### src/rtl/axi_node_map_updater_pkg.sv
// Shared types and sizing helpers for the AXI node address-map updater.
package axi_node_map_pkg;

  // Rule storage width; ports are sized by AXI_ADDR_WIDTH and cast to/from this.
  localparam int MAP_ADDR_WIDTH = 32;

  typedef enum logic [1:0] {
    ST_IDLE,
    ST_BLOCK,
    ST_DRAIN,
    ST_APPLY
  } state_e;

  typedef struct packed {
    logic [MAP_ADDR_WIDTH-1:0] start_addr;
    logic [MAP_ADDR_WIDTH-1:0] end_addr;
    logic                      valid;
  } map_rule_t;

  function automatic int cnt_width(input int nb_slave, input int max_outstanding);
    return $clog2(nb_slave * max_outstanding + 1);
  endfunction

  function automatic int idx_width(input int n);
    return (n > 1) ? $clog2(n) : 1;
  endfunction

endpackage

### src/rtl/axi_node_map_updater_if.sv
// Per-slave-port handshake observation and AW/AR gating bundle.
interface axi_node_map_updater_if #(
  parameter int NB_SLAVE = 4
);
  logic [NB_SLAVE-1:0] aw_hs;
  logic [NB_SLAVE-1:0] ar_hs;
  logic [NB_SLAVE-1:0] b_hs;
  logic [NB_SLAVE-1:0] r_last_hs;
  logic [NB_SLAVE-1:0] block;

  modport master (output aw_hs, ar_hs, b_hs, r_last_hs, input block);
  modport slave  (input aw_hs, ar_hs, b_hs, r_last_hs, output block);
endinterface

### src/rtl/axi_node_outstanding_cnt.sv
// Outstanding-transaction counter: net popcount increment/decrement per cycle, wraps in hardware.
module axi_node_outstanding_cnt #(
  parameter int NB_PORT = 4,
  parameter int MAX_CNT = 64,
  parameter int CNT_W   = 7
) (
  input  logic               clk,
  input  logic               rst,
  input  logic [NB_PORT-1:0] inc_i,
  input  logic [NB_PORT-1:0] dec_i,
  output logic               zero_o
);
  logic [CNT_W-1:0] cnt_q, cnt_d;

  always_comb begin
    cnt_d = cnt_q + CNT_W'($countones(inc_i)) - CNT_W'($countones(dec_i));
  end

  always_ff @(posedge clk) begin
    if (rst) begin
      cnt_q <= '0;
    end else begin
      // Underflow or overflow means the integration miscounted handshakes.
      assert (int'(cnt_q) + $countones(inc_i) - $countones(dec_i) >= 0);
      assert (int'(cnt_q) + $countones(inc_i) - $countones(dec_i) <= MAX_CNT);
      cnt_q <= cnt_d;
    end
  end

  assign zero_o = (cnt_q == '0);
endmodule

### src/rtl/axi_node_map_updater.sv
// Shadow/active address-map controller: gates AW/AR, drains, then swaps the map atomically.
// Optional drain timeout enabled by defining AXI_NODE_MAP_TIMEOUT_EN.
module axi_node_map_updater
  import axi_node_map_pkg::*;
#(
  parameter int NB_SLAVE        = 4,
  parameter int NB_MASTER       = 4,
  parameter int NB_REGION       = 1,
  parameter int AXI_ADDR_WIDTH  = 32,
  parameter int MAX_OUTSTANDING = 16,
  parameter int TIMEOUT_CYCLES  = 1024
) (
  input  logic                                clk,
  input  logic                                rst,
  input  logic                                shadow_we_i,
  input  logic [idx_width(NB_REGION)-1:0]     shadow_region_i,
  input  logic [idx_width(NB_MASTER)-1:0]     shadow_master_i,
  input  logic [AXI_ADDR_WIDTH-1:0]           shadow_start_i,
  input  logic [AXI_ADDR_WIDTH-1:0]           shadow_end_i,
  input  logic                                shadow_valid_i,
  input  logic                                commit_req_i,
  output logic                                busy_o,
  output logic                                commit_done_o,
  output logic                                commit_err_o,
  axi_node_map_updater_if.slave               hs_if,
  output logic [NB_REGION-1:0][NB_MASTER-1:0][AXI_ADDR_WIDTH-1:0] start_addr_o,
  output logic [NB_REGION-1:0][NB_MASTER-1:0][AXI_ADDR_WIDTH-1:0] end_addr_o,
  output logic [NB_REGION-1:0][NB_MASTER-1:0]                     valid_rule_o
);
  localparam int REG_W = idx_width(NB_REGION);
  localparam int MST_W = idx_width(NB_MASTER);
  localparam int CNT_W = cnt_width(NB_SLAVE, MAX_OUTSTANDING);

  state_e state_q, state_d;
  logic   block_q, done_q, apply;
  logic   wr_zero, rd_zero;

  axi_node_outstanding_cnt #(.NB_PORT(NB_SLAVE), .MAX_CNT(NB_SLAVE*MAX_OUTSTANDING), .CNT_W(CNT_W)) u_wr_cnt (
    .clk(clk), .rst(rst), .inc_i(hs_if.aw_hs), .dec_i(hs_if.b_hs), .zero_o(wr_zero)
  );
  axi_node_outstanding_cnt #(.NB_PORT(NB_SLAVE), .MAX_CNT(NB_SLAVE*MAX_OUTSTANDING), .CNT_W(CNT_W)) u_rd_cnt (
    .clk(clk), .rst(rst), .inc_i(hs_if.ar_hs), .dec_i(hs_if.r_last_hs), .zero_o(rd_zero)
  );

`ifdef AXI_NODE_MAP_TIMEOUT_EN
  localparam int TO_W = $clog2(TIMEOUT_CYCLES + 1);
  logic [TO_W-1:0] to_q;
  logic            err_q, err_d;

  always_ff @(posedge clk) begin
    if (rst) begin
      to_q  <= '0;
      err_q <= 1'b0;
    end else begin
      to_q  <= (state_q == ST_DRAIN) ? to_q + 1'b1 : '0;
      err_q <= err_d;
    end
  end
  assign commit_err_o = err_q;
`else
  assign commit_err_o = 1'b0;
`endif

  always_comb begin
    state_d = state_q;
    apply   = 1'b0;
`ifdef AXI_NODE_MAP_TIMEOUT_EN
    err_d   = 1'b0;
`endif
    case (state_q)
      ST_IDLE:  if (commit_req_i) state_d = ST_BLOCK;
      ST_BLOCK: state_d = ST_DRAIN;
      ST_DRAIN: begin
        if (wr_zero && rd_zero) begin
          state_d = ST_APPLY;
`ifdef AXI_NODE_MAP_TIMEOUT_EN
        end else if (to_q == TO_W'(TIMEOUT_CYCLES - 1)) begin
          state_d = ST_IDLE;
          err_d   = 1'b1;
`endif
        end
      end
      ST_APPLY: begin
        state_d = ST_IDLE;
        apply   = 1'b1;
      end
      default:  state_d = ST_IDLE;
    endcase
  end

  always_ff @(posedge clk) begin
    if (rst) begin
      state_q <= ST_IDLE;
      block_q <= 1'b0;
      done_q  <= 1'b0;
      assert (TIMEOUT_CYCLES > 0);
    end else begin
      state_q <= state_d;
      block_q <= (state_d != ST_IDLE);
      done_q  <= apply;
    end
  end

  assign busy_o        = (state_q != ST_IDLE);
  assign commit_done_o = done_q;
  assign hs_if.block   = {NB_SLAVE{block_q}};

  // One shadow/active rule pair per (region, master); a write during APPLY lands in both.
  for (genvar gi = 0; gi < NB_REGION; gi++) begin : g_region
    for (genvar gj = 0; gj < NB_MASTER; gj++) begin : g_master
      map_rule_t shadow_q, shadow_d, active_q;

      always_comb begin
        shadow_d = shadow_q;
        if (shadow_we_i && shadow_region_i == REG_W'(gi) && shadow_master_i == MST_W'(gj)) begin
          shadow_d.start_addr = MAP_ADDR_WIDTH'(shadow_start_i);
          shadow_d.end_addr   = MAP_ADDR_WIDTH'(shadow_end_i);
          shadow_d.valid      = shadow_valid_i;
        end
      end

      always_ff @(posedge clk) begin
        if (rst) begin
          shadow_q <= '0;
          active_q <= '0;
        end else begin
          shadow_q <= shadow_d;
          if (apply) active_q <= shadow_d;
        end
      end

      assign start_addr_o[gi][gj] = AXI_ADDR_WIDTH'(active_q.start_addr);
      assign end_addr_o[gi][gj]   = AXI_ADDR_WIDTH'(active_q.end_addr);
      assign valid_rule_o[gi][gj] = active_q.valid;
    end
  end
endmodule

### src/flat_wrapper.sv
// flat-port wrapper written by rule: the top's interface ports become plain ports
module axi_node_map_updater_flat import axi_node_map_pkg::*;
#(
  parameter int NB_SLAVE        = 4,
  parameter int NB_MASTER       = 4,
  parameter int NB_REGION       = 1,
  parameter int AXI_ADDR_WIDTH  = 32,
  parameter int MAX_OUTSTANDING = 16,
  parameter int TIMEOUT_CYCLES  = 1024
)
  (clk, rst, shadow_we_i, shadow_region_i, shadow_master_i, shadow_start_i, shadow_end_i, shadow_valid_i, commit_req_i, busy_o, commit_done_o, commit_err_o, start_addr_o, end_addr_o, valid_rule_o, hs_if_aw_hs, hs_if_ar_hs, hs_if_b_hs, hs_if_r_last_hs, hs_if_block);
  axi_node_map_updater_if #(.NB_SLAVE(NB_SLAVE)) hs_if_i ();
  input  logic clk;
  input  logic rst;
  input  logic shadow_we_i;
  input  logic [idx_width(NB_REGION)-1:0] shadow_region_i;
  input  logic [idx_width(NB_MASTER)-1:0] shadow_master_i;
  input  logic [AXI_ADDR_WIDTH-1:0] shadow_start_i;
  input  logic [AXI_ADDR_WIDTH-1:0] shadow_end_i;
  input  logic shadow_valid_i;
  input  logic commit_req_i;
  output logic busy_o;
  output logic commit_done_o;
  output logic commit_err_o;
  output logic [NB_REGION-1:0][NB_MASTER-1:0][AXI_ADDR_WIDTH-1:0] start_addr_o;
  output logic [NB_REGION-1:0][NB_MASTER-1:0][AXI_ADDR_WIDTH-1:0] end_addr_o;
  output logic [NB_REGION-1:0][NB_MASTER-1:0] valid_rule_o;
  input wire logic [$bits(hs_if_i.aw_hs)-1:0] hs_if_aw_hs;
  input wire logic [$bits(hs_if_i.ar_hs)-1:0] hs_if_ar_hs;
  input wire logic [$bits(hs_if_i.b_hs)-1:0] hs_if_b_hs;
  input wire logic [$bits(hs_if_i.r_last_hs)-1:0] hs_if_r_last_hs;
  output wire logic [$bits(hs_if_i.block)-1:0] hs_if_block;
  assign hs_if_i.aw_hs = hs_if_aw_hs;
  assign hs_if_i.ar_hs = hs_if_ar_hs;
  assign hs_if_i.b_hs = hs_if_b_hs;
  assign hs_if_i.r_last_hs = hs_if_r_last_hs;
  assign hs_if_block = hs_if_i.block;
  axi_node_map_updater #(.NB_SLAVE(NB_SLAVE), .NB_MASTER(NB_MASTER), .NB_REGION(NB_REGION), .AXI_ADDR_WIDTH(AXI_ADDR_WIDTH), .MAX_OUTSTANDING(MAX_OUTSTANDING), .TIMEOUT_CYCLES(TIMEOUT_CYCLES)) u_core (.clk(clk), .rst(rst), .shadow_we_i(shadow_we_i), .shadow_region_i(shadow_region_i), .shadow_master_i(shadow_master_i), .shadow_start_i(shadow_start_i), .shadow_end_i(shadow_end_i), .shadow_valid_i(shadow_valid_i), .commit_req_i(commit_req_i), .busy_o(busy_o), .commit_done_o(commit_done_o), .commit_err_o(commit_err_o), .hs_if(hs_if_i), .start_addr_o(start_addr_o), .end_addr_o(end_addr_o), .valid_rule_o(valid_rule_o));
endmodule
### config.mk
export PLATFORM = sky130hd
export DESIGN_NAME = axi_node_map_updater_flat
export DESIGN_NICKNAME = d
export VERILOG_FILES = /design/src/rtl/axi_node_map_updater_pkg.sv /design/src/rtl/axi_node_map_updater_if.sv /design/src/rtl/axi_node_outstanding_cnt.sv /design/src/rtl/axi_node_map_updater.sv /design/src/flat_wrapper.sv
export SDC_FILE = /design/constraint.sdc
export NUM_CORES = 1
export LEC_CHECK = 0
export ABC_AREA = 1
export BUFFER_PORTS_ARGS = -buffer_cell sky130_fd_sc_hd__buf_2
export CAP_MARGIN = 30
export CORE_ASPECT_RATIO = 2
export CORE_UTILIZATION = 40
export CTS_BUF_LIST = sky130_fd_sc_hd__clkbuf_4
export CTS_CLUSTER_DIAMETER = 150
export DETAILED_ROUTE_END_ITERATION = 7
export PLACE_DENSITY = 0.57
export SLEW_MARGIN = 30
export SYNTH_ARGS = -nofsm -noshare
export SYNTH_HDL_FRONTEND = slang
export SYNTH_SLANG_ARGS = --single-unit
### constraint.sdc
create_clock -name clk -period 3.4 [get_ports clk]
set_clock_uncertainty 0.05 [all_clocks]
set_input_delay 0.17 -clock clk [delete_from_list [all_inputs] [get_ports clk]]
set_output_delay 0.17 -clock clk [all_outputs]
set_load 0.01 [all_outputs]
; Word-level counts from Yosys, hierarchy flattened
; Index checks and enable logic that the tools add are counted.
[word_totals]
reg_bits = 538
in_bits = 88
output_inout_bits = 267
wordCells = 72
[classes]
addsub = 16
n_eq_ne = 6
mux = 8
n_bitwise = 1
reduce_logical = 12
[ops]
columns = cell, count
row1 = $mux W65, 4
row2 = $add A1 B1 Y2, 8
row3 = $add A7 B2 Y7, 2
row4 = $add A7 B7 Y7, 2
row5 = $logic_not A7 Y1, 2
row6 = $sub A7 B3 Y7, 2
row7 = $eq A2 B2 Y1 const B, 4
row8 = $pmux W2 S4, 1
row9 = $add A2 B2 Y3, 2
row10 = $logic_and A1 B1 Y1, 6
row11 = $eq A2 B1 Y1 const B, 2
row12 = $logic_not A2 Y1, 2
row13 = $mux W2, 2
row14 = $reduce_bool A2 Y1, 2
row15 = $mux W1, 1
row16 = $not A1 Y1, 1

; Depth between registers and ports, before layout
[depth]
word_depth = 5
mapped_depth = 14
mapped_depth_nobuf = 14

; By module
; Synthesis repeated with hierarchy kept, for this count alone.
[hier_totals]
cells_unflattened = 3016
hier_area_um2 = 21672.0
[modules_own_cells]
columns = mod, n_inst, cells_per_inst, area_per_inst_um2, seq_area_each_um2
row1 = axi_node_map_updater, 1, 2844, 20393.3, 10490.1
row2 = axi_node_outstanding_cnt, 2, 86, 639.4, 140.1

; Least setup slack after synthesis
; No wires, ideal clock.
[synth_path]
path_kind = flip-flop to flip-flop
start = reg u_core.u_wr_cnt.cnt_q[0]
end = reg u_core.u_wr_cnt.cnt_q[5]
setup_time_ns = 0.119
arrival_time_ns = 2.694
t_required_ns = 3.231
path_slack_ns = 0.536
stages_incl_launch_ff = 12
n_path_buf = 0
synth_period_minus_slack_ns = 2.864
path_cell_list = dfxtp_1 -> fa_1 -> inv_1 -> fa_1 -> inv_1 -> fa_1 -> ha_1 -> fa_1 -> nand2_1 -> nand3_1 -> o21ai_0 -> a21oi_1
[synth_via]
elab_chain_cells = 2
[synth_lines]
columns = element, line
row1 = from (decl), axi_node_outstanding_cnt.sv:13  ; logic [CNT_W-1:0] cnt_q, cnt_d;
row2 = from (signal assigned), axi_node_outstanding_cnt.sv:26  ; cnt_q <= cnt_d;
row3 = $add A7 B7 Y7, axi_node_outstanding_cnt.sv:16  ; cnt_d = cnt_q + CNT_W'($countones(inc_i)) - CNT_W'($countones(dec_i));
row4 = $sub A7 B3 Y7, axi_node_outstanding_cnt.sv:16
; Every way passes these cells.
; A chain may end at the register's enable or synchronous reset.

; Worst setup path after layout
[layout_path]
start = reg u_core.u_rd_cnt.cnt_q[0]
end = reg u_core.u_rd_cnt.cnt_q[3]
[layout_via]
elab_chain_cells = 2
[layout_lines]
columns = element, line
row1 = from (decl), axi_node_outstanding_cnt.sv:13
row2 = from (signal assigned), axi_node_outstanding_cnt.sv:26
row3 = $add A7 B7 Y7, axi_node_outstanding_cnt.sv:16
row4 = $sub A7 B3 Y7, axi_node_outstanding_cnt.sv:16
; Every way passes these cells.

==> results.yml <==
yosys:
  syn_area_um2: 22000
  synth_top_family_by_area: "simple AND/OR/NAND/NOR gates"
  synth_fa_ha_area_share_pct: 2.57
  syn_nets: 3186
  netlist.area_leader.share_pct: 48.9
  yosys-mux-area-fraction_pct: 0
  synthXorXnorAreaFrac_pct: 0
  synthFlopType: "dfxtp_1"
  synth_seq_cells: 538
  synth-compound-area-share_pct: 10.2
  synthSimpleGateAreaFrac_pct: 25.1
  synth_cells: 3060
  yosysTopAreaCell: "dfxtp_1"
  synth.avg_cell_area_um2: 7.19
  yosys-top-cells-area: "dfxtp_1 49%, nor2_1 11%, nand2_1 9.6%, inv_1 8.9%, o21ai_1 7.2%"
  async_reset_ff_share_pct: 0
  synth-edff-count: 0
  seq_area_frac_synth_pct: 48.9
  ys_warn_count: 0
  synth_cell_types: 23
sta:
  min_period_ps: 3090
  finalHoldViolCount: 0
  final-max-slew-violation-count: 0
  finalCritPeriodShare_pct: 90.8
  setup-violations-final: 0
  max_freq_ghz: 0.324
  tns_ps: 0
  worstMarginPinSlew_ps: 976
  rsz0062_at_grt: "no"
  whs_ps: 117
  slew_headroom_pct: 34.9
finish:
  final_util_pct: 48.6
  drive_above_1_share_pct: 17.7
  stdcell_count: 4220
  area_growth_pct: 19.9
  nets: 3593
worst_setup_path:
  path_cells: "inv_1, fa_1, fa_1, fa_1, inv_1, ha_1, inv_1, fa_1, o21ai_0, a21oi_1"
  endpoint_kind: "register"
  required_ps: 4040
  crit_top_cell: "fa_1"
  cp_num_buf_inv: 3
  critPathSlowestCell: "fa_1"
  startpoint_type: "register"
  critPathMaxFanout: 3
  max_stage_delay_ps: 470
  critPathTopFamily: "adder cells"
  critical_path_class: "register to register"
  worstPathArrival_ps: 3730
floorplanning:
  fp.dieW_um: 168
  die_h_um: 334
  num_rows: 121
  core_um2: 54400
  die-area_um2: 56000
  ios: 355
  start_util_pct: 40.5
placement:
  gp_congestion: 0.804
  dp.cells: 3928
  port-buffer-count: 353
  dp_hpwl_um: 39100
clock_network:
  hold_buffers: 82
  post_cts_resized: 0
  path_clk_slew_ps: 60
  cts_tree: "yes"
  cts_root_buffer: "clkbuf_4"
  post_cts_buffers: 0
  cts_sinks: 538
  clkLatencyLatePin_ps: 830
  clock_path_buffers: 3
  cts_inserted_buffers: 131
  htree_levels: 4
drt:
  drcViolationCount: 0
  vias: 19200
  first_iter_violations: 897
  routed_via_density: 4.55
  routed_wl_um: 59700
  wl_per_cell_um: 14.1
  dr.pass1.iters: 5
  antenna_left: 0
power_and_ir_drop:
  p_sw_share_pct: 32.4
  p_clk_share_pct: 31.9
  p_switching_uw: 5410
  p_leak_uw: 0.0144
  ir_drop_mv: 0.363
  combPwrFrac_pct: 24.3
  power_frac_seq_pct: 43.8
  internal_power_uw: 11300
  powerDensity_nw_per_um2: 632
global_route:
  grt_max_degree: 196
  top_usage_layer: "met2"
  grt_pass1_vias: 18600
  overflow: 0
  grt_pass1_wl_um: 95600
  grtUsageMet2_pct: 39.1
  grtUsageMet3_pct: 6.36
  use_met1_pct: 21.7
  antenna_found_initial: 1
  grt_usage_pct: 21.4
run_status:
  run_status: "completed"
flow_run:
  maxCapViolCount: 0
worst_hold_path:
  hp-class: "input port to register"
[cells by family after synthesis]
| kind of cell | count (synthesis) |
|---|---|
| simple gates | 1379 |
| buf+inv | 701 |
| flops | 538 |
| compound gates | 403 |
| fa+ha+maj | 38 |
| other cells | 1 |
[stage by stage]
stage	setup slack, ps	power [uW]	instance area [um^2]
2_1_floorplan	536	10100	22000
3_3_place_gp	378	11300	24000
3_5_place_dp	327	11500	24000
4_1_cts	329	17000	26400
5_1_grt	117	17900	26400
6_report	312	16700	26400
[layout by cell type (no fill, tap or decap), types with 2 or more instances in the layout]
master           n
nor3_1           2
nand2_4          4
buf_4            9
dlygate4sd3_1   82
and2_1         130
a21oi_1          8
o21ai_2         60
o21ai_0         18
clkbuf_4       178
buf_2          352
inv_2            4
inv_1          521
fa_1            12
clkinv_1        20
ha_1            25
dfxtp_1        538
buf_12           8
nand3_1         11
o21ai_1        316
nor2_1         671
nand2_1        559
bufinv_16        5
[area by class of cell]
cell class                 instances  area, um^2
multi-input combinational       1821        8390
tap                              676         846
clock inverter                    31         253
antenna                            1        2.50
fill                            5532       28000
inverter                         523        1970
timing repair buffer             452        2830
sequential                       538       10800
clock buffer                     178        1340
[sequential cells by signal, summed over array words and instances, names as in the netlist]
name                               count
u_core.valid_rule_o                    4
u_core.u_rd_cnt.cnt_q                  7
u_core.start_addr_o                  128
u_core.u_wr_cnt.cnt_q                  7
u_core.end_addr_o                    128
u_core.state_q                         2
u_core.commit_done_o                   1
u_core.g_region.g_master.shadow_q    260
u_core.block_q                         1
[synthesized netlist by cell type (2+ instances only)]
cell type	count
nor2_1	671
nand2_1	563
dfxtp_1	538
inv_1	522
o21ai_1	316
and2_1	130
clkbuf_1	77
buf_2	61
o21ai_2	60
ha_1	26
buf_6	23
o21ai_0	18
fa_1	12
buf_1	11
nand3_1	11
a21oi_1	8
buf_4	6
nor3_1	2
[metal layers]
| metal | wire, um | share of wire (%) |
|---|---|---|
| met2 | 30400 | 51 |
| met3 | 4030 | 6.8 |
| met1 | 22700 | 38 |
| met4 | 2570 | 4.3 |
| met5 | 0 | 0 |
[worst min-delay path, delay by kind of cell]
family | cells | cell delay (ps)
and+or+nand+nor | 1 | 70
buffers and inverters | 2 | 650
AOI/OAI and AO/OA | 1 | 70
[final timing paths]
path | start | to | slack (ps) | cells after the start
max | u_core.u_rd_cnt.cnt_q[0]$_SDFF_PP0_ | u_core.u_rd_cnt.cnt_q[3]$_SDFF_PP0_ | 310 | 10
min reg2reg | u_core.g_region[0].g_master[2].shadow_q[2]$_SDFF_PP0_ | u_core.g_region[0].g_master[2].shadow_q[2]$_SDFF_PP0_ | 470 | 4
max reg2reg | u_core.u_rd_cnt.cnt_q[0]$_SDFF_PP0_ | u_core.u_rd_cnt.cnt_q[3]$_SDFF_PP0_ | 310 | 10
min | shadow_end_i[3] | u_core.g_region[0].g_master[1].shadow_q[4]$_SDFF_PP0_ | 120 | 4
[power groups by stage]
| stage | clock network, uW | logic, uW | registers (uW) |
|---|---|---|---|
| global route | 5860 | 4660 | 7370 |
| floorplan | 0 | 2480 | 7610 |
| detailed placement | 0 | 4010 | 7440 |
| global placement | 0 | 3870 | 7420 |
| finish | 5320 | 4050 | 7300 |
| CTS | 5560 | 4100 | 7310 |
No activity file was read; power rests on OpenSTA's default activity.
